--- config.mk ---
export PLATFORM = sky130hd
export DESIGN_NAME = game_screen_ctrl_flat
export DESIGN_NICKNAME = d
export VERILOG_FILES = /design/src/rtl/game_pkg.sv /design/src/rtl/game_screen_ctrl_if.sv /design/src/rtl/bcd_score_counter.sv /design/src/rtl/game_screen_ctrl.sv /design/src/flat_wrapper.sv
export SDC_FILE = /design/constraint.sdc
export NUM_CORES = 1
export LEC_CHECK = 0
export ABC_AREA = 0
export BUFFER_PORTS_ARGS = -buffer_cell sky130_fd_sc_hd__buf_4
export CAP_MARGIN = 20
export CORE_ASPECT_RATIO = 1.5
export CORE_UTILIZATION = 60
export CTS_CLUSTER_DIAMETER = 40
export DETAILED_ROUTE_END_ITERATION = 16
export PLACE_DENSITY = 0.84
export SYNTH_ARGS = -nofsm -noshare
export SYNTH_HDL_FRONTEND = slang
export SYNTH_SLANG_ARGS = --single-unit
--- constraint.sdc ---
create_clock -name Clk -period 4.01 [get_ports Clk]
set_input_delay 0.401 -clock Clk [delete_from_list [all_inputs] [get_ports Clk]]
set_output_delay 0.401 -clock Clk [all_outputs]
set_load 0.01 [all_outputs]
--- src/rtl/game_pkg.sv ---
// Shared types and constants for the game screen sequencer.
// States, HID keycodes, sprite select codes and screen flag helpers.
package game_pkg;

  typedef enum logic [2:0] {
    MENU  = 3'd0,
    PLAY  = 3'd1,
    HIT   = 3'd2,
    END   = 3'd3,
    PAUSE = 3'd4
  } state_t;

  localparam logic [7:0] KEY_ENTER = 8'h28;
  localparam logic [7:0] KEY_RIGHT = 8'h4F;
  localparam logic [7:0] KEY_LEFT  = 8'h50;
  localparam logic [7:0] KEY_DOWN  = 8'h51;
  localparam logic [7:0] KEY_UP    = 8'h52;
  localparam logic [7:0] KEY_P     = 8'h13;

  localparam logic [2:0] PKMN_CHARMANDER = 3'd1;
  localparam logic [2:0] PKMN_SQUIRTLE   = 3'd2;
  localparam logic [2:0] PKMN_PIPLUP     = 3'd3;

  localparam logic [3:0] BALL_0 = 4'b0001;
  localparam logic [3:0] BALL_1 = 4'b0010;
  localparam logic [3:0] BALL_2 = 4'b0100;
  localparam logic [3:0] BALL_3 = 4'b1000;

  typedef struct packed {
    logic menu;
    logic play;
    logic hit;
    logic fin;
  } flags_t;

  // PAUSE blanks every flag; illegal encodings show the menu.
  function automatic flags_t flags_of(state_t s);
    flags_t f;
    f = '0;
    case (s)
      MENU:    f.menu = 1'b1;
      PLAY:    f.play = 1'b1;
      HIT:     f.hit  = 1'b1;
      END:     f.fin  = 1'b1;
      PAUSE:   f      = '0;
      default: f.menu = 1'b1;
    endcase
    return f;
  endfunction

  function automatic logic [2:0] pkmn_next(logic [2:0] p);
    return (p == PKMN_PIPLUP) ? PKMN_CHARMANDER : p + 3'd1;
  endfunction

  function automatic logic [2:0] pkmn_prev(logic [2:0] p);
    return (p == PKMN_CHARMANDER) ? PKMN_PIPLUP : p - 3'd1;
  endfunction

endpackage

--- src/rtl/game_screen_ctrl_if.sv ---
// Bundle between keyboard/collision logic, the sequencer
// and the colour mapper.
interface game_screen_ctrl_if;
  logic       VGA_VS;
  logic [7:0] keycode;
  logic       hit;
  logic       goal_reached;
  logic       menu_screen;
  logic       H_STATE;
  logic       E_STATE;
  logic       play_active;
  logic [2:0] pokemon;
  logic [3:0] pokeball;
  logic [1:0] lives;
  logic [3:0] score_tens;
  logic [3:0] score_ones;

  modport master (
    input  VGA_VS, keycode, hit, goal_reached,
    output menu_screen, H_STATE, E_STATE,
    output play_active, pokemon, pokeball,
    output lives, score_tens, score_ones
  );

  modport slave (
    output VGA_VS, keycode, hit, goal_reached,
    input  menu_screen, H_STATE, E_STATE,
    input  play_active, pokemon, pokeball,
    input  lives, score_tens, score_ones
  );
endinterface

--- src/rtl/bcd_score_counter.sv ---
// Two-digit BCD score: increments, saturates at 99,
// synchronous clear.
module bcd_score_counter (
  input  logic       clk,
  input  logic       rst,
  input  logic       clr,
  input  logic       inc,
  output logic [3:0] tens,
  output logic [3:0] ones
);

  logic at_max;

  assign at_max = (tens == 4'd9) && (ones == 4'd9);

  always_ff @(posedge clk) begin
    if (rst || clr) begin
      tens <= 4'd0;
      ones <= 4'd0;
    end else if (inc && !at_max) begin
      if (ones == 4'd9) begin
        ones <= 4'd0;
        tens <= tens + 4'd1;
      end else begin
        ones <= ones + 4'd1;
      end
    end
  end

endmodule

--- src/rtl/game_screen_ctrl.sv ---
// MENU/PLAY/HIT/END sequencer driving the VGA colour mapper.
// Define GAME_PAUSE_EN to add a PAUSE state toggled by the P key.
module game_screen_ctrl #(
  parameter int HIT_FRAMES  = 60,
  parameter int START_LIVES = 3
) (
  input  logic                Clk,
  input  logic                Reset,
  game_screen_ctrl_if.master  bus
);
  import game_pkg::*;

  localparam int CW = $clog2(HIT_FRAMES + 1);
  localparam logic [1:0]    LIVES0   = 2'(START_LIVES);
  localparam logic [CW-1:0] CNT_LAST = CW'(HIT_FRAMES - 1);

  state_t        state;
  flags_t        flags;
  logic          vs_q;
  logic [7:0]    key_q;
  logic [CW-1:0] hit_cnt;
  logic [2:0]    pkmn;
  logic [3:0]    ball;
  logic [1:0]    lives_q;

  logic tick;
  logic key_evt;
  logic k_enter;
  logic k_right;
  logic k_left;
  logic k_down;
  logic k_up;
  logic score_clr;
  logic score_inc;

  assign tick    = vs_q & ~bus.VGA_VS;
  assign key_evt = (bus.keycode != 8'h00) &&
                   (bus.keycode != key_q);
  assign k_enter = key_evt && (bus.keycode == KEY_ENTER);
  assign k_right = key_evt && (bus.keycode == KEY_RIGHT);
  assign k_left  = key_evt && (bus.keycode == KEY_LEFT);
  assign k_down  = key_evt && (bus.keycode == KEY_DOWN);
  assign k_up    = key_evt && (bus.keycode == KEY_UP);

`ifdef GAME_PAUSE_EN
  logic k_p;
  assign k_p = key_evt && (bus.keycode == KEY_P);
`endif

  // Hit beats goal in the same cycle, so the score only moves on
  // a clean goal.
  assign score_clr = (state == MENU) && k_enter;
  assign score_inc = (state == PLAY) && bus.goal_reached &&
                     !bus.hit;

  bcd_score_counter u_score (
    .clk  (Clk),
    .rst  (Reset),
    .clr  (score_clr),
    .inc  (score_inc),
    .tens (bus.score_tens),
    .ones (bus.score_ones)
  );

  always_ff @(posedge Clk) begin
    if (Reset) begin
      state   <= MENU;
      flags   <= flags_of(MENU);
      vs_q    <= 1'b0;
      key_q   <= 8'h00;
      hit_cnt <= '0;
      pkmn    <= PKMN_CHARMANDER;
      ball    <= BALL_0;
      lives_q <= LIVES0;
    end else begin
      vs_q  <= bus.VGA_VS;
      key_q <= bus.keycode;
      case (state)
        MENU: begin
          unique case (1'b1)
            k_right: pkmn <= pkmn_next(pkmn);
            k_left:  pkmn <= pkmn_prev(pkmn);
            k_down:  ball <= {ball[2:0], ball[3]};
            k_up:    ball <= {ball[0], ball[3:1]};
            k_enter: begin
              lives_q <= LIVES0;
              state   <= PLAY;
              flags   <= flags_of(PLAY);
            end
            default: ;
          endcase
        end
        PLAY: begin
          if (bus.hit) begin
            if (lives_q <= 2'd1) begin
              lives_q <= 2'd0;
              state   <= END;
              flags   <= flags_of(END);
            end else begin
              lives_q <= lives_q - 2'd1;
              hit_cnt <= '0;
              state   <= HIT;
              flags   <= flags_of(HIT);
            end
          end
`ifdef GAME_PAUSE_EN
          else if (k_p) begin
            state <= PAUSE;
            flags <= flags_of(PAUSE);
          end
`endif
        end
        HIT: begin
          if (tick) begin
            if (hit_cnt == CNT_LAST) begin
              state <= PLAY;
              flags <= flags_of(PLAY);
            end else begin
              hit_cnt <= hit_cnt + 1'b1;
            end
          end
        end
        END: begin
          if (k_enter) begin
            state <= MENU;
            flags <= flags_of(MENU);
          end
        end
`ifdef GAME_PAUSE_EN
        PAUSE: begin
          if (k_enter) begin
            state <= MENU;
            flags <= flags_of(MENU);
          end else if (k_p) begin
            state <= PLAY;
            flags <= flags_of(PLAY);
          end
        end
`endif
        default: begin
          state <= MENU;
          flags <= flags_of(MENU);
        end
      endcase
    end
  end

  assign bus.menu_screen = flags.menu;
  assign bus.play_active = flags.play;
  assign bus.H_STATE     = flags.hit;
  assign bus.E_STATE     = flags.fin;
  assign bus.pokemon     = pkmn;
  assign bus.pokeball    = ball;
  assign bus.lives       = lives_q;

endmodule

--- src/flat_wrapper.sv ---
// flat-port wrapper written by rule: the top's interface ports become plain ports
module game_screen_ctrl_flat import game_pkg::*;
#(
  parameter int HIT_FRAMES  = 60,
  parameter int START_LIVES = 3
)
  (Clk, Reset, bus_VGA_VS, bus_keycode, bus_hit, bus_goal_reached, bus_menu_screen, bus_H_STATE, bus_E_STATE, bus_play_active, bus_pokemon, bus_pokeball, bus_lives, bus_score_tens, bus_score_ones);
  game_screen_ctrl_if bus_i ();
  input  logic Clk;
  input  logic Reset;
  input wire logic [$bits(bus_i.VGA_VS)-1:0] bus_VGA_VS;
  input wire logic [$bits(bus_i.keycode)-1:0] bus_keycode;
  input wire logic [$bits(bus_i.hit)-1:0] bus_hit;
  input wire logic [$bits(bus_i.goal_reached)-1:0] bus_goal_reached;
  output wire logic [$bits(bus_i.menu_screen)-1:0] bus_menu_screen;
  output wire logic [$bits(bus_i.H_STATE)-1:0] bus_H_STATE;
  output wire logic [$bits(bus_i.E_STATE)-1:0] bus_E_STATE;
  output wire logic [$bits(bus_i.play_active)-1:0] bus_play_active;
  output wire logic [$bits(bus_i.pokemon)-1:0] bus_pokemon;
  output wire logic [$bits(bus_i.pokeball)-1:0] bus_pokeball;
  output wire logic [$bits(bus_i.lives)-1:0] bus_lives;
  output wire logic [$bits(bus_i.score_tens)-1:0] bus_score_tens;
  output wire logic [$bits(bus_i.score_ones)-1:0] bus_score_ones;
  assign bus_i.VGA_VS = bus_VGA_VS;
  assign bus_i.keycode = bus_keycode;
  assign bus_i.hit = bus_hit;
  assign bus_i.goal_reached = bus_goal_reached;
  assign bus_menu_screen = bus_i.menu_screen;
  assign bus_H_STATE = bus_i.H_STATE;
  assign bus_E_STATE = bus_i.E_STATE;
  assign bus_play_active = bus_i.play_active;
  assign bus_pokemon = bus_i.pokemon;
  assign bus_pokeball = bus_i.pokeball;
  assign bus_lives = bus_i.lives;
  assign bus_score_tens = bus_i.score_tens;
  assign bus_score_ones = bus_i.score_ones;
  game_screen_ctrl #(.HIT_FRAMES(HIT_FRAMES), .START_LIVES(START_LIVES)) u_core (.Clk(Clk), .Reset(Reset), .bus(bus_i));
endmodule
# After elaboration in Yosys (flattened, before gate mapping)
# Cells that the tools add are included.
# word_totals
inputBits,13
mem_count,0
ram_bits,0
latchBits,0
romBits,0
ff_bits,39
word_cells,97
output_inout_bits,21
# classes
bitwise_logic,2
muxes,28
n_eq_ne,21
n_div,0
shift,0
n_mul,0
n_reduce_logical,26
order_cmp,1
addsub,6
# op_table
op,count
$eq 8x7->1 const B,4
$mux 4,6
$mux 6,4
$mux 3,7
$pmux 4 s4,1
$pmux 3 s4,1
$pmux 6 s2,1
$logic_and 1x1->1,11
$reduce_and 5->1,2
$eq 3x2->1 const B,3
$add 4x1->4 const B,2
$eq 4x4->1 const B,2
$eq 8x6->1 const B,1
$mux 2,4
$ne 2x1->1 const B,4
$ne 8x8->1,1
$pmux 4 s2,1
$reduce_bool 2->1,4
$reduce_bool 8->1,1
$add 6x1->6 const B,1
$eq 3x1->1 const B,2
$eq 6x6->1 const B,1
$ne 2x2->1 const B,3
$pmux 3 s2,1
13 further kinds,16

# Longest topological paths before layout
# Gate-level depths: netlist of the first run.
# depth
depth_word,5
depth_mapped,7
ltp_nobuf,7

# By module
# A second synthesis of the first run with hierarchy kept.
# hier_totals
cells_unflattened,225
hier_area_um2,2084.5
# modules_own_cells
mod,seq_area_each_um2,n_inst,cells_per_inst,area_each_um2
game_screen_ctrl,600.6,1,178,1679.1
bcd_score_counter,160.2,1,47,405.4

# Worst setup path after synthesis of the first run
# OpenSTA, ideal clock, no wires.
# synth_timing
path_kind,input port to flip-flop
from,input bus_keycode[1]
to,"register u_core.lives_q[0], in the netlist u_core.bus.lives[0]"
path_slack_ns,2.028
stages,7
setup_ns,0.120
arrival_time_ns,1.863
t_required_ns,3.890
n_path_buf,2
path_cell_list,buf_4 > xor2_1 > nor4_4 > a21oi_1 > a21o_1 > buf_2 > a211o_1
# synth_via
elab_chain_cells,5
elab_cells_between_ends,7
classes_between,3 x eq/ne; 4 x reduce/logical
# synth_lines
item,line_no,text
from (decl),flat_wrapper.sv:12,input wire logic [$bits(bus_i.keycode)-1:0] bus_keycode;
$ne 8x8->1 or $reduce_bool 8->1 (tied branches),"game_screen_ctrl.sv:38, game_screen_ctrl.sv:37",
$logic_and 1x1->1,game_screen_ctrl.sv:37,assign key_evt = (bus.keycode != 8'h00) &&
$logic_and 1x1->1 *,game_screen_ctrl.sv:39,assign k_enter = key_evt && (bus.keycode == KEY_ENTER);
$ne 2x1->1 (no line) *,-,
$reduce_and 3->1 (no line) *,-,
to (signal assigned),game_screen_ctrl.sv:100,lives_q <= lives_q - 2'd1;
to (decl),game_screen_ctrl.sv:24,logic [1:0] lives_q;
# Every way passes the cells marked *; elsewhere a longest branch is shown, timed or not.
# A chain may end at the register's enable or synchronous reset.

# Worst setup path in the final report of the first run
# layout_timing
from,register u_core.hit_cnt[0]
to,register u_core.hit_cnt[0]
# layout_via
elab_chain_cells,4
elab_cells_between_ends,7
classes_between,1 x add/sub; 2 x eq/ne; 3 x mux; 1 x reduce/logical
# layout_lines
item,line_no,text
from (decl),game_screen_ctrl.sv:21,logic [CW-1:0] hit_cnt;
from (signal assigned),game_screen_ctrl.sv:119,hit_cnt <= hit_cnt + 1'b1;
$add 6x1->6,game_screen_ctrl.sv:119,
$mux 6,game_screen_ctrl.sv:115,if (hit_cnt == CNT_LAST) begin
$mux 6,game_screen_ctrl.sv:114,if (tick) begin
$pmux 6 s2,game_screen_ctrl.sv:78,case (state)
# Several ways; a longest one is shown, not always the timed one. The select of a mux whose other input is x is not followed.

==> results.md, run 1 <==
- Setup tns final: 0 ns
- DR WL/cell: ~14 microns
- Share of layout cells above drive strength 1: a little over a fifth
- CP startpoint kind: flip-flop
- Initial antenna violation count: 0
- Ant. Diodes: 0
- Worst-skew pair later-pin latency: 0.29 ns
- Global route overflow: 0
- Clock slew at reported path FFs: approximately 0.07 ns
- Fmax: roughly 480 MHz
- Largest net degree at the start of global routing: 28
- Critical path arrival: 2.29 ns
- Vias per inst: between 5 and 6
- Post-Synthesis Cell Area: ~0.0020 sq mm
- Final core utilization: between 70% and 80%
- Sequential area share after synthesis: between 30% and 40%
- Final Max Slew Viols: 0
- First-pass GRT wire length: between 6 and 7 mm
- Final setup vio count: 0
- # port buffers: 33
- Layout Area Growth over Synthesis: 17.5%
- Drt first pass iters: 4
- Synth cell types: 50
- Slew margin rel.: about half
- Commonest non-fill, non-tap cell in the layout: dfxtp_1
- Total number of vias: between 1500 and 2000
- Reg2reg path depth: 6
- Crit path from: u_core.hit_cnt[0]
- Post-Syn Area per Cell: just over 9 sq um
- Commonest non-fill, non-tap cells in the layout: dfxtp_1, buf_4, nor2_1
- Htree depth: 2
- Hold/Removal Path Class: input pin to flip-flop
- Die area: 0.00358 sq mm
- CTS buffer count: 5
- CP Capture Type: flip-flop
- Initial Utilization: 63.4%
- CTS Hold Buffers Added: 0
- Iter 0 DRT Violations: 28
- Drc violations: 0
- Final setup skew: about 0.0045 ns
- FF-to-FF End: u_core.hit_cnt[0]
- Post-Route WL: 4.09 mm
- Total track usage: 24.8%
- Setup bufs post-CTS: 0
- Vias in the first global route: 1584
- Die W: 49.2 microns
- Power Dens Cells: ~300 mW/mm^2
- Critical path peak fanout: 6
- Antenna-violating nets left: 0
- Leakage: ~0.93 nW
- Endpoints failing hold: 0
- Post-DP HPWL: 2.92 mm
- Worst EP required: 4.23 ns
- Number of enable flip-flop cells after synthesis: 0
- Async SR Flop Fraction: 0%
- Mapped Cells: 216
- FF-to-FF setup slack: between 1.5 and 2 ns
- Crit path kind: flip-flop to flip-flop
- Root buf cell: clkbuf_8
- Power, Total: 0.715 mW
- Fin nets: between 200 and 300
- Status: finished clean
- I/O pin cnt: 34
- RSZ-0062 raised after global routing: false
- VDD IR-drop max: between 0.0003 and 0.0004 V
- Primary FF master, synth: dfxtp_1
- CTS tree: done
- CTS Sinks: 38
- Rows: 25
- Maxcap violations: 0
- Worst-margin pin slew: between 0.7 and 0.8 ns
- CORE AREA: around 0.0032 sq mm
- Synth Warn #: 0
- CP Capture Point: u_core.hit_cnt[0]
- Worst R2R Start: u_core.hit_cnt[0]
- Max clock buf depth: 2
- Syn_nets: between 200 and 250
- CTS resizes: 0
- Final worst path period share: around half
- FF+latch count, synth: 38
- Min cycle time layout: around 2.1 ns
- Routability congestion estimate: between 0.8 and 0.9
- Die height: approximately 73 microns
==> through the flow <==
stage / hold slack (ns) / cells / setup slack, ns / instance area, sq um
final: 0.340 / 290 / 1.95 / 2350
after global routing: 0.364 / 290 / 1.73 / 2350
after CTS: 0.339 / 290 / 1.97 / 2350
after detailed placement: 0.457 / 282 / 1.85 / 2260
after global placement: 0.449 / 282 / 1.87 / 2260
after floorplan: 0.444 / 216 / 2.03 / 2000
==> flip-flops by register name, summed over array words and instances (netlist names) <==
signal / cells
u_core.state: 2
u_core.bus.pokemon: 3
u_core.bus.play_active: 1
u_core.key_q: 8
u_core.bus.menu_screen: 1
u_core.u_score.tens: 4
u_core.bus.lives: 2
u_core.bus.H_STATE: 1
u_core.vs_q: 1
u_core.hit_cnt: 6
u_core.bus.E_STATE: 1
u_core.bus.pokeball: 4
u_core.u_score.ones: 4
==> cell usage after synthesis (3+ instances only) <==
master	n	area, sq um
nand4_1	3	18.8
clkbuf_1	4	15.0
ha_1	6	75.1
nor2b_1	11	68.8
nor2_1	25	93.8
nand2_1	8	30.0
a211o_1	3	26.3
nor3_1	5	25.0
xor2_1	15	131
a21oi_1	6	30.0
nor3b_1	3	22.5
o2111ai_1	3	26.3
o21ai_0	10	50.1
nand2b_1	5	31.3
dfxtp_1	38	761
xnor2_1	3	26.3
or2_2	3	18.8
a211oi_1	4	30.0
and3_1	3	18.8
inv_1	12	45.0
a2111oi_2	3	45.0
mux2i_1	7	70.1
==> worst min-delay path by stage <==
stage	end	cells after the start	slack (ns)	start
after floorplan	u_core.hit_cnt[1]	2	0.44	u_core.hit_cnt[1]
after global placement	u_core.bus.E_STATE	2	0.45	u_core.bus.E_STATE
after detailed placement	u_core.bus.E_STATE	2	0.46	u_core.bus.E_STATE
after CTS	u_core.vs_q	3	0.34	bus_VGA_VS
after global routing	u_core.vs_q	3	0.36	bus_VGA_VS
final	u_core.vs_q	3	0.34	bus_VGA_VS
==> area by class of cell <==
cell class | instances | area, sq um
Multi-Input combinational cell | 159 | 1160
Clock inverter | 1 | 5.00
Fill cell | 262 | 806
Timing Repair Buffer | 33 | 248
Inverter | 12 | 45.0
Sequential cell | 38 | 761
Tap cell | 40 | 50.0
Clock buffer | 7 | 86.3
==> logic make-up after synthesis <==
logic type      count (synthesis)  synth area share [%]
xor+xnor                       18                  7.87
mux                             7                  3.50
buf+inv                        19                  4.18
flops                          38                  38.0
compound gates                 47                  18.8
simple gates                   81                  23.9
fa+ha+maj                       6                  3.75
==> per-layer routing <==
layer / wire (microns) / vias up / global-route usage, % / share of wire (%)
li1: - / 841 / - / -
met1: 1750 / 785 / 25.9 / 43
met2: 2070 / 34 / 44.3 / 51
met3: 147 / 12 / 6.46 / 3.6
met4: 120 / 0 / 14.4 / 2.9
met5: 0 / - / 0 / 0
==> where the power goes <==
| part | internal [mW] | switching (mW) |
|---|---|---|
| clock | 0.139 | 0.133 |
| sequential | 0.383 | 0.00292 |
| combinational | 0.0234 | 0.0339 |
==> worst max-delay path: stages, from the launching register on <==
cell and delay [ns]:
dfxtp_1 0.34, ha_1 0.23, and4b_1 0.22, a211oi_1 0.58, nor2_1 0.17, or3_1 0.34
a21oi_1 0.13
Note: power is estimated with default switching activity, not from simulation.
==> inputs of run 2 (changes only) <==
--- a/config.mk
+++ b/config.mk
@@ -9,10 +9,10 @@
 export BUFFER_PORTS_ARGS = -buffer_cell sky130_fd_sc_hd__buf_4
 export CAP_MARGIN = 20
 export CORE_ASPECT_RATIO = 1.5
-export CORE_UTILIZATION = 60
+export CORE_UTILIZATION = 50
 export CTS_CLUSTER_DIAMETER = 40
 export DETAILED_ROUTE_END_ITERATION = 16
-export PLACE_DENSITY = 0.84
+export PLACE_DENSITY = 0.75
 export SYNTH_ARGS = -nofsm -noshare
 export SYNTH_HDL_FRONTEND = slang
 export SYNTH_SLANG_ARGS = --single-unit
==> constraint.sdc (replaced) <==
create_clock -name Clk -period 1.7 [get_ports Clk]
set_input_delay 0.17 -clock Clk [delete_from_list [all_inputs] [get_ports Clk]]
set_output_delay 0.17 -clock Clk [all_outputs]
set_load 0.01 [all_outputs]
==> run 2 against run 1 <==
  * The run now ends with negative setup slack left
  * Sequential power grew 140%
  * Routed wire length rose by 11%
  * Hold slack worse by 0.22 ns
  * Combinational power grew to 3.3 times the previous value
  * Clock skew is 0.0033 ns higher
  * Core utilization down 0.054 points
  * Cell area increased by 19%
  * Final cell count grew 11%
  * Power rose to 2.6 times the previous value
  * Via count increased by 8.3%
  * First-iteration DRC count grew 50%
  * Critical endpoint is now u_core.bus.pokemon[0]
  * Largest cell class unchanged
  * Highest routed layer unchanged
==> results.md, run 2 (synthesis gave the netlist of run 1 again) <==
- Root buf cell: clkbuf_8 (unchanged)
- CTS tree: done (unchanged)
- Fmax: 579 MHz (was 485 MHz)
- Biggest regs: u_core.key_q (8), u_core.hit_cnt (6) (unchanged)
- Commonest non-fill, non-tap cell in the layout: buf_4 (was dfxtp_1)
- VDD IR-drop max: 0.000852 V (was 0.000338 V)
- Leakage: 1.11 nW (was 0.933 nW)
- Worst-margin pin slew: 0.435 ns (was 0.749 ns)
- Top reg by flops: u_core.key_q (unchanged)
- Final setup vio count: 2 (was 0)
- Final setup skew: 0.00778 ns (was 0.00449 ns)
- Startpoint of the worst hold path: bus_VGA_VS (unchanged)
- RSZ-0062 raised after global routing: true (was false)
- Status: complete, but fails checks (was finished clean)
- Crit-path slowest cell: a2111oi_4 (was a211oi_1)
- Global route overflow: 0 (unchanged)
- Fin nets: 297 (was 268)
- I/O pin cnt: 34 (unchanged)
- Layout Area Growth over Synthesis: 39.4% (was 17.5%)
- Crit path kind: flip-flop to flip-flop (unchanged)
- CTS buffer count: 5 (unchanged)
- Die height: 79.5 microns (was 72.8 microns)
- CORE AREA: 0.00375 sq mm (was 0.00316 sq mm)
- CP Capture Type: flip-flop (unchanged)
- CP startpoint kind: flip-flop (unchanged)
- Endpoints failing hold: 0 (unchanged)
- Drc violations: 0 (unchanged)
- Hold depth: 3 (unchanged)
- Hold/Removal Path Class: input pin to flip-flop (unchanged)
- Critical path arrival: 1.89 ns (was 2.29 ns)
- Max reg flops: 8 (unchanged)
- Hold endpoint: u_core.vs_q (unchanged)
- Worst Slack Setup Final: -0.0260 ns (was 1.95 ns)
- Final worst path period share: 102% (was 51.5%)
- DR WL/cell: 14.1 microns (about the same)
- Vias in the first global route: 1678 (was 1584)
- Total number of vias: 1810 (was 1672)
- CTS Sinks: 38 (unchanged)
- Power Dens Cells: 664 mW/mm^2 (was 304 mW/mm^2)
- Vias per inst: 5.62 (was 5.77)
- Worst path max stage delay: 0.49 ns (was 0.58 ns)
- Slew margin rel.: 71.0% (was 50.0%)
- Clock slew at reported path FFs: 0.08 ns (was 0.07 ns)
- Critical path peak fanout: 6 (unchanged)
- Post-DP HPWL: 3.18 mm (was 2.92 mm)
- Min cycle time layout: 1.73 ns (was 2.06 ns)
- Reg2reg path depth: 6 (unchanged)
- Rows: 27 (was 25)
- Initial Utilization: 53.4% (was 63.4%)
- Worst R2R Start: u_core.key_q[5] (was u_core.hit_cnt[0])
- # port buffers: 33 (unchanged)
- Htree depth: 2 (unchanged)
- Antenna-violating nets left: 0 (unchanged)
- Die W: 53.7 microns (was 49.2 microns)
- FF-to-FF setup slack: -0.03 ns (was 1.95 ns)
- Max clock buf depth: 2 (unchanged)
- Post-Route WL: 4.53 mm (was 4.09 mm)
- Worst hold margin: 0.124 ns (was 0.340 ns)
- Drt first pass iters: 4 (unchanged)
- Dpl cells: 308 (was 282)
- FF-to-FF End: u_core.bus.pokemon[0] (was u_core.hit_cnt[0])
- Layout Cells excl Fill: 322 (was 290)
- First-pass GRT wire length: 7.26 mm (was 6.73 mm)
- Die area: 0.00427 sq mm (was 0.00358 sq mm)
- Violated checks: negative setup slack
- Total track usage: 23.1% (was 24.8%)
- Crit path from: u_core.key_q[5] (was u_core.hit_cnt[0])
- Cell chain of the critical path: xor2_2 > nor4_4 > buf_12 > a2111oi_4 > mux2i_1 > a31oi_1 (was ha_1 > and4b_1 > a211oi_1 > nor2_1 > or3_1 > a21oi_1)
- Initial antenna violation count: 0 (unchanged)
- Worst-skew pair later-pin latency: 0.30 ns (was 0.29 ns)
- Worst EP required: 1.86 ns (was 4.23 ns)
- Routability congestion estimate: 0.824 (was 0.816)
- Share of layout cells above drive strength 1: 39.8% (was 22.0%)
- Ant. Diodes: 0 (unchanged)
- Maxcap violations: 0 (unchanged)
- Commonest non-fill, non-tap cells in the layout: buf_4, dfxtp_1, nor2_1 (was dfxtp_1, buf_4, nor2_1)
- Largest net degree at the start of global routing: 16 (was 28)
- Iter 0 DRT Violations: 42 (was 28)
- Final Max Slew Viols: 0 (unchanged)
[run 2: cell count changes in the layout (fill, tap and decap cells not counted), sizes merged]
cell,delta
bufinv,+1
buf,+29
clkinv,+1
clkbuf,-2
[run 2: worst max-delay path by stage]
stage | end | slack (ns) | cells after the start
after floorplan | u_core.bus.lives[0] | -0.02 | 6
after global placement | u_core.bus.pokemon[2] | -0.18 | 5
after detailed placement | u_core.bus.pokemon[2] | -0.22 | 5
after CTS | u_core.bus.pokeball[2] | -0.004 | 8
after global routing | u_core.bus.pokemon[0] | -0.08 | 6
final | u_core.bus.pokemon[0] | -0.03 | 6
[run 2: through the flow]
step | power [mW] | worst slack, ns | util [%] | cell area (sq um) | setup TNS [ns]
global placement | 1.08 | -0.176 | 65.2 | 2440 | -1.79
finish | 1.85 | -0.0260 | 74.4 | 2790 | -0.0342
detailed placement | 1.08 | -0.215 | 65.2 | 2440 | -2.66
CTS | 1.86 | -0.00403 | 71.5 | 2680 | -0.00403
floorplan | 1.02 | -0.0230 | - | 2010 | -0.0489
global route | 1.94 | -0.0767 | 74.4 | 2790 | -0.451
[run 2: power by group]
group,internal [mW],total (mW),switching [mW]
Sequential,0.905,0.915,0.0104
Clock,0.432,0.753,0.321
Combinational,0.0870,0.187,0.100
Total,1.42,1.85,0.432
[run 2: area by class of cell]
class	instances	area (sq um)
Clock buffer	5	68.8
Timing Repair Buffer	62	489
Inverter	12	45.0
Sequential cell	38	769
Clock inverter	3	40.0
Fill cell	282	958
Tap cell	43	53.8
Multi-Input combinational cell	159	1330
[run 2: repair_timing]
item,CTS,global route
resized for setup,15,26
setup endpoints to repair,22,25
setup buffers,5,2
hold buffers,0,0
pin swaps,7,18
hold endpoints to repair,0,0
[run 2: metal layers]
metal	up-vias	GRT usage [%]	part of all wire (%)
li1	889	-	-
met1	859	25.2	40
met2	46	39.4	53
met3	16	5.52	3.8
met4	0	11.8	3.2
met5	-	0	0
[run 2: worst max-delay path, delay by kind of cell (launching register included)]
kind | cells | cell delay [ns]
simple gates | 1 | 0.07
compound gates | 2 | 0.60
xor+xnor | 1 | 0.19
flops | 1 | 0.34
buf+inv | 1 | 0.15
mux | 1 | 0.25
==> inputs of run 3 (changes only) <==
==> constraint.sdc (replaced) <==
create_clock -name Clk -period 1.7 [get_ports Clk]
set_input_delay 0 -clock Clk [delete_from_list [all_inputs] [get_ports Clk]]
set_output_delay 0 -clock Clk [all_outputs]
set_load 0.01 [all_outputs]
==> run 3 against run 2 <==
  * Final cell count rose by 0.31%
  * Non-clock buffer count rose by 1
  * Critical path depth did not move
  * Via count fell by 2.8%
  * Critical endpoint is now u_core.bus.pokeball[3]
  * The flow still finishes with violations (negative setup slack)
  * Clock-buffer cell count rose by 2
  * Core utilization fell by 0.60 points
  * Critical path type unchanged
==> results.md, run 3 (synthesis gave the netlist of run 1 again) <==
- Status: complete, but fails checks (unchanged)
- Violated checks: negative setup slack (unchanged)
- Min cycle time layout: 1.72 ns (was 1.73 ns)
- Multi-input gate area in the final layout: 0.00130 sq mm (was 0.00133 sq mm)
- CTS buffer count: 5 (unchanged)
- Sw Ratio: 23.7% (was 23.3%)
- Ant. Diodes: 0 (unchanged)
- Slew margin rel.: 69.3% (was 71.0%)
- Vias per inst: 5.45 (was 5.62)
- Worst hold margin: 0.0156 ns (was 0.124 ns)
- Global route overflow: 0 (unchanged)
- Final Max Slew Viols: 0 (unchanged)
- Cell internal pwr: 1.32 mW (was 1.42 mW)
- CORE AREA: 0.00375 sq mm (unchanged)
- Crit-path leading delay family: compound AO/OA/AOI/OAI gates (unchanged)
- Placed Area: 0.00246 sq mm (was 0.00244 sq mm)
- I/O pin cnt: 34 (unchanged)
- Antenna-violating nets left: 0 (unchanged)
- Post-DP HPWL: 3.10 mm (was 3.18 mm)
- Htree depth: 2 (unchanged)
- Final setup skew: 0.00360 ns (was 0.00778 ns)
- Commonest non-fill, non-tap cells in the layout: buf_4, dfxtp_1, nor2_1 (unchanged)
- Cell area after layout: 0.00277 sq mm (was 0.00279 sq mm)
- Root buf cell: clkbuf_8 (unchanged)
- Worst Slack Setup Final: -0.0205 ns (was -0.0260 ns)
- Routability congestion estimate: 0.787 (was 0.824)
- Final setup vio count: 3 (was 2)
- Final worst path period share: 101% (was 102%)
- Crit path kind: flip-flop to flip-flop (unchanged)
- Largest net degree at the start of global routing: 28 (was 16)
- Hold/Removal Path Class: input pin to flip-flop (unchanged)
- Critical path peak fanout: 6 (unchanged)
- Worst-margin pin slew: 0.461 ns (was 0.435 ns)
- Rows: 27 (unchanged)
- Sum of buffers and inverters on the critical path: 1 (unchanged)
- Leakage: 1.10 nW (was 1.11 nW)
- Final core utilization: 73.8% (was 74.4%)
- Fillcell total: 289 (was 282)
- Max clock buf depth: 2 (unchanged)
- Cell chain of the critical path: xor2_2 > nor4_4 > buf_4 > a2111oi_4 > mux2i_1 > a211oi_1 (was xor2_2 > nor4_4 > buf_12 > a2111oi_4 > mux2i_1 > a31oi_1)
- Clock slew at reported path FFs: 0.07 ns (was 0.08 ns)
- Fmax: 581 MHz (was 579 MHz)
- First-pass GRT wire length: 7.37 mm (was 7.26 mm)
- Vias in the first global route: 1714 (was 1678)
- Endpoints failing hold: 0 (unchanged)
- Max reg flops: 8 (unchanged)
- Top reg by flops: u_core.key_q (unchanged)
- Biggest regs: u_core.key_q (8), u_core.hit_cnt (6) (unchanged)
- Worst EP required: 1.86 ns (about the same)
- RSZ-0062 raised after global routing: true (unchanged)
- Switching pwr: 0.410 mW (was 0.432 mW)
- Fin nets: 298 (was 297)
- Total track usage: 23.3% (was 23.1%)
- Critical path arrival: 1.88 ns (was 1.89 ns)
- Power Dens Cells: 625 mW/mm^2 (was 664 mW/mm^2)
- CP startpoint kind: flip-flop (unchanged)
- Drt first pass iters: 4 (unchanged)
- Layout Cells excl Fill: 323 (was 322)
- Die area: 0.00427 sq mm (unchanged)
- Initial Utilization: 53.4% (unchanged)
- Share of power burned in registers: 52.9% (was 49.3%)
- # port buffers: 33 (unchanged)
- Drc violations: 0 (unchanged)
- Crit-path slowest cell: a2111oi_4 (unchanged)
- Worst path max stage delay: 0.45 ns (was 0.49 ns)
- Commonest non-fill, non-tap cell in the layout: buf_4 (unchanged)
- Iter 0 DRT Violations: 45 (was 42)
- Total number of vias: 1760 (was 1810)
- Maxcap violations: 0 (unchanged)
- Worst-skew pair later-pin latency: 0.28 ns (was 0.30 ns)
- Logic pwr share: 10.9% (was 10.1%)
- Share of layout cells above drive strength 1: 38.6% (was 39.8%)
- VDD IR-drop max: 0.000736 V (was 0.000852 V)
- DR WL/cell: 13.8 microns (was 14.1 microns)
- CTS tree: done (unchanged)
- Post-Route WL: 4.46 mm (was 4.53 mm)
- Dpl cells: 308 (unchanged)
- Setup Slack @ Placement: -0.0945 ns (was -0.215 ns)
- Die W: 53.7 microns (unchanged)
- Clock power frac: 36.2% (was 40.6%)
- CTS Sinks: 38 (unchanged)
- CP Capture Type: flip-flop (unchanged)
- Layout Area Growth over Synthesis: 38.2% (was 39.4%)
- Storage element area: 771 sq um (was 769 sq um)
- Initial antenna violation count: 0 (unchanged)
- Die height: 79.5 microns (unchanged)
-- run 3: worst paths after layout --
check,start,to,slack [ns],depth (start not counted)
max,u_core.key_q[5],u_core.bus.pokeball[3],-0.02,6
max reg2reg,u_core.key_q[5],u_core.bus.pokeball[3],-0.02,6
min reg2reg,u_core.bus.H_STATE,u_core.bus.H_STATE,0.46,2
min,bus_keycode[5],u_core.key_q[5],0.02,2
-- run 3: power by group through the flow --
stage / registers [mW] / logic, mW / clock network, mW
final: 0.916 / 0.189 / 0.627
after global routing: 0.917 / 0.203 / 0.684
after CTS: 0.914 / 0.180 / 0.649
after detailed placement: 0.931 / 0.156 / 0
after global placement: 0.930 / 0.153 / 0
after floorplan: 0.930 / 0.0915 / 0
-- run 3: metal layers --
metal / vias to the layer above / share of wire [%] / GRT usage [%]
met5: - / 0 / 0
met4: 0 / 0.65 / 8.95
met3: 2 / 3.1 / 5.71
met2: 28 / 55 / 41.6
met1: 841 / 41 / 25.1
li1: 889 / - / -
-- run 3: layout make-up --
class	count	area share [%]
multi-input combinational	159	47.0
sequential	38	27.8
timing repair buffer	63	18.3
clock buffer	7	3.12
tap	43	1.94
inverter	12	1.63
clock inverter	1	0.181
-- run 3: stage by stage --
stage | setup TNS [ns] | total power [mW]
floorplan | -0.0452 | 1.02
CTS | -0.0932 | 1.74
detailed placement | -0.455 | 1.09
global placement | -0.173 | 1.08
finish | -0.0387 | 1.73
global route | -0.858 | 1.80
-- run 3: timing repair --
item                                    in CTS  in global routing
setup buffers                                2                  2
gates resized for setup                     12                 26
endpoints found under the setup margin       7                 21
hold endpoints to repair                     5                  0
hold buffers                                 5                  0
pin swaps                                    7                 19
-- run 3: worst reg2reg max path: stages (launching register included) --
cell	delay [ns]
dfxtp_2	0.34
xor2_2	0.21
nor4_4	0.10
buf_4	0.15
a2111oi_4	0.45
mux2i_1	0.25
a211oi_1	0.08
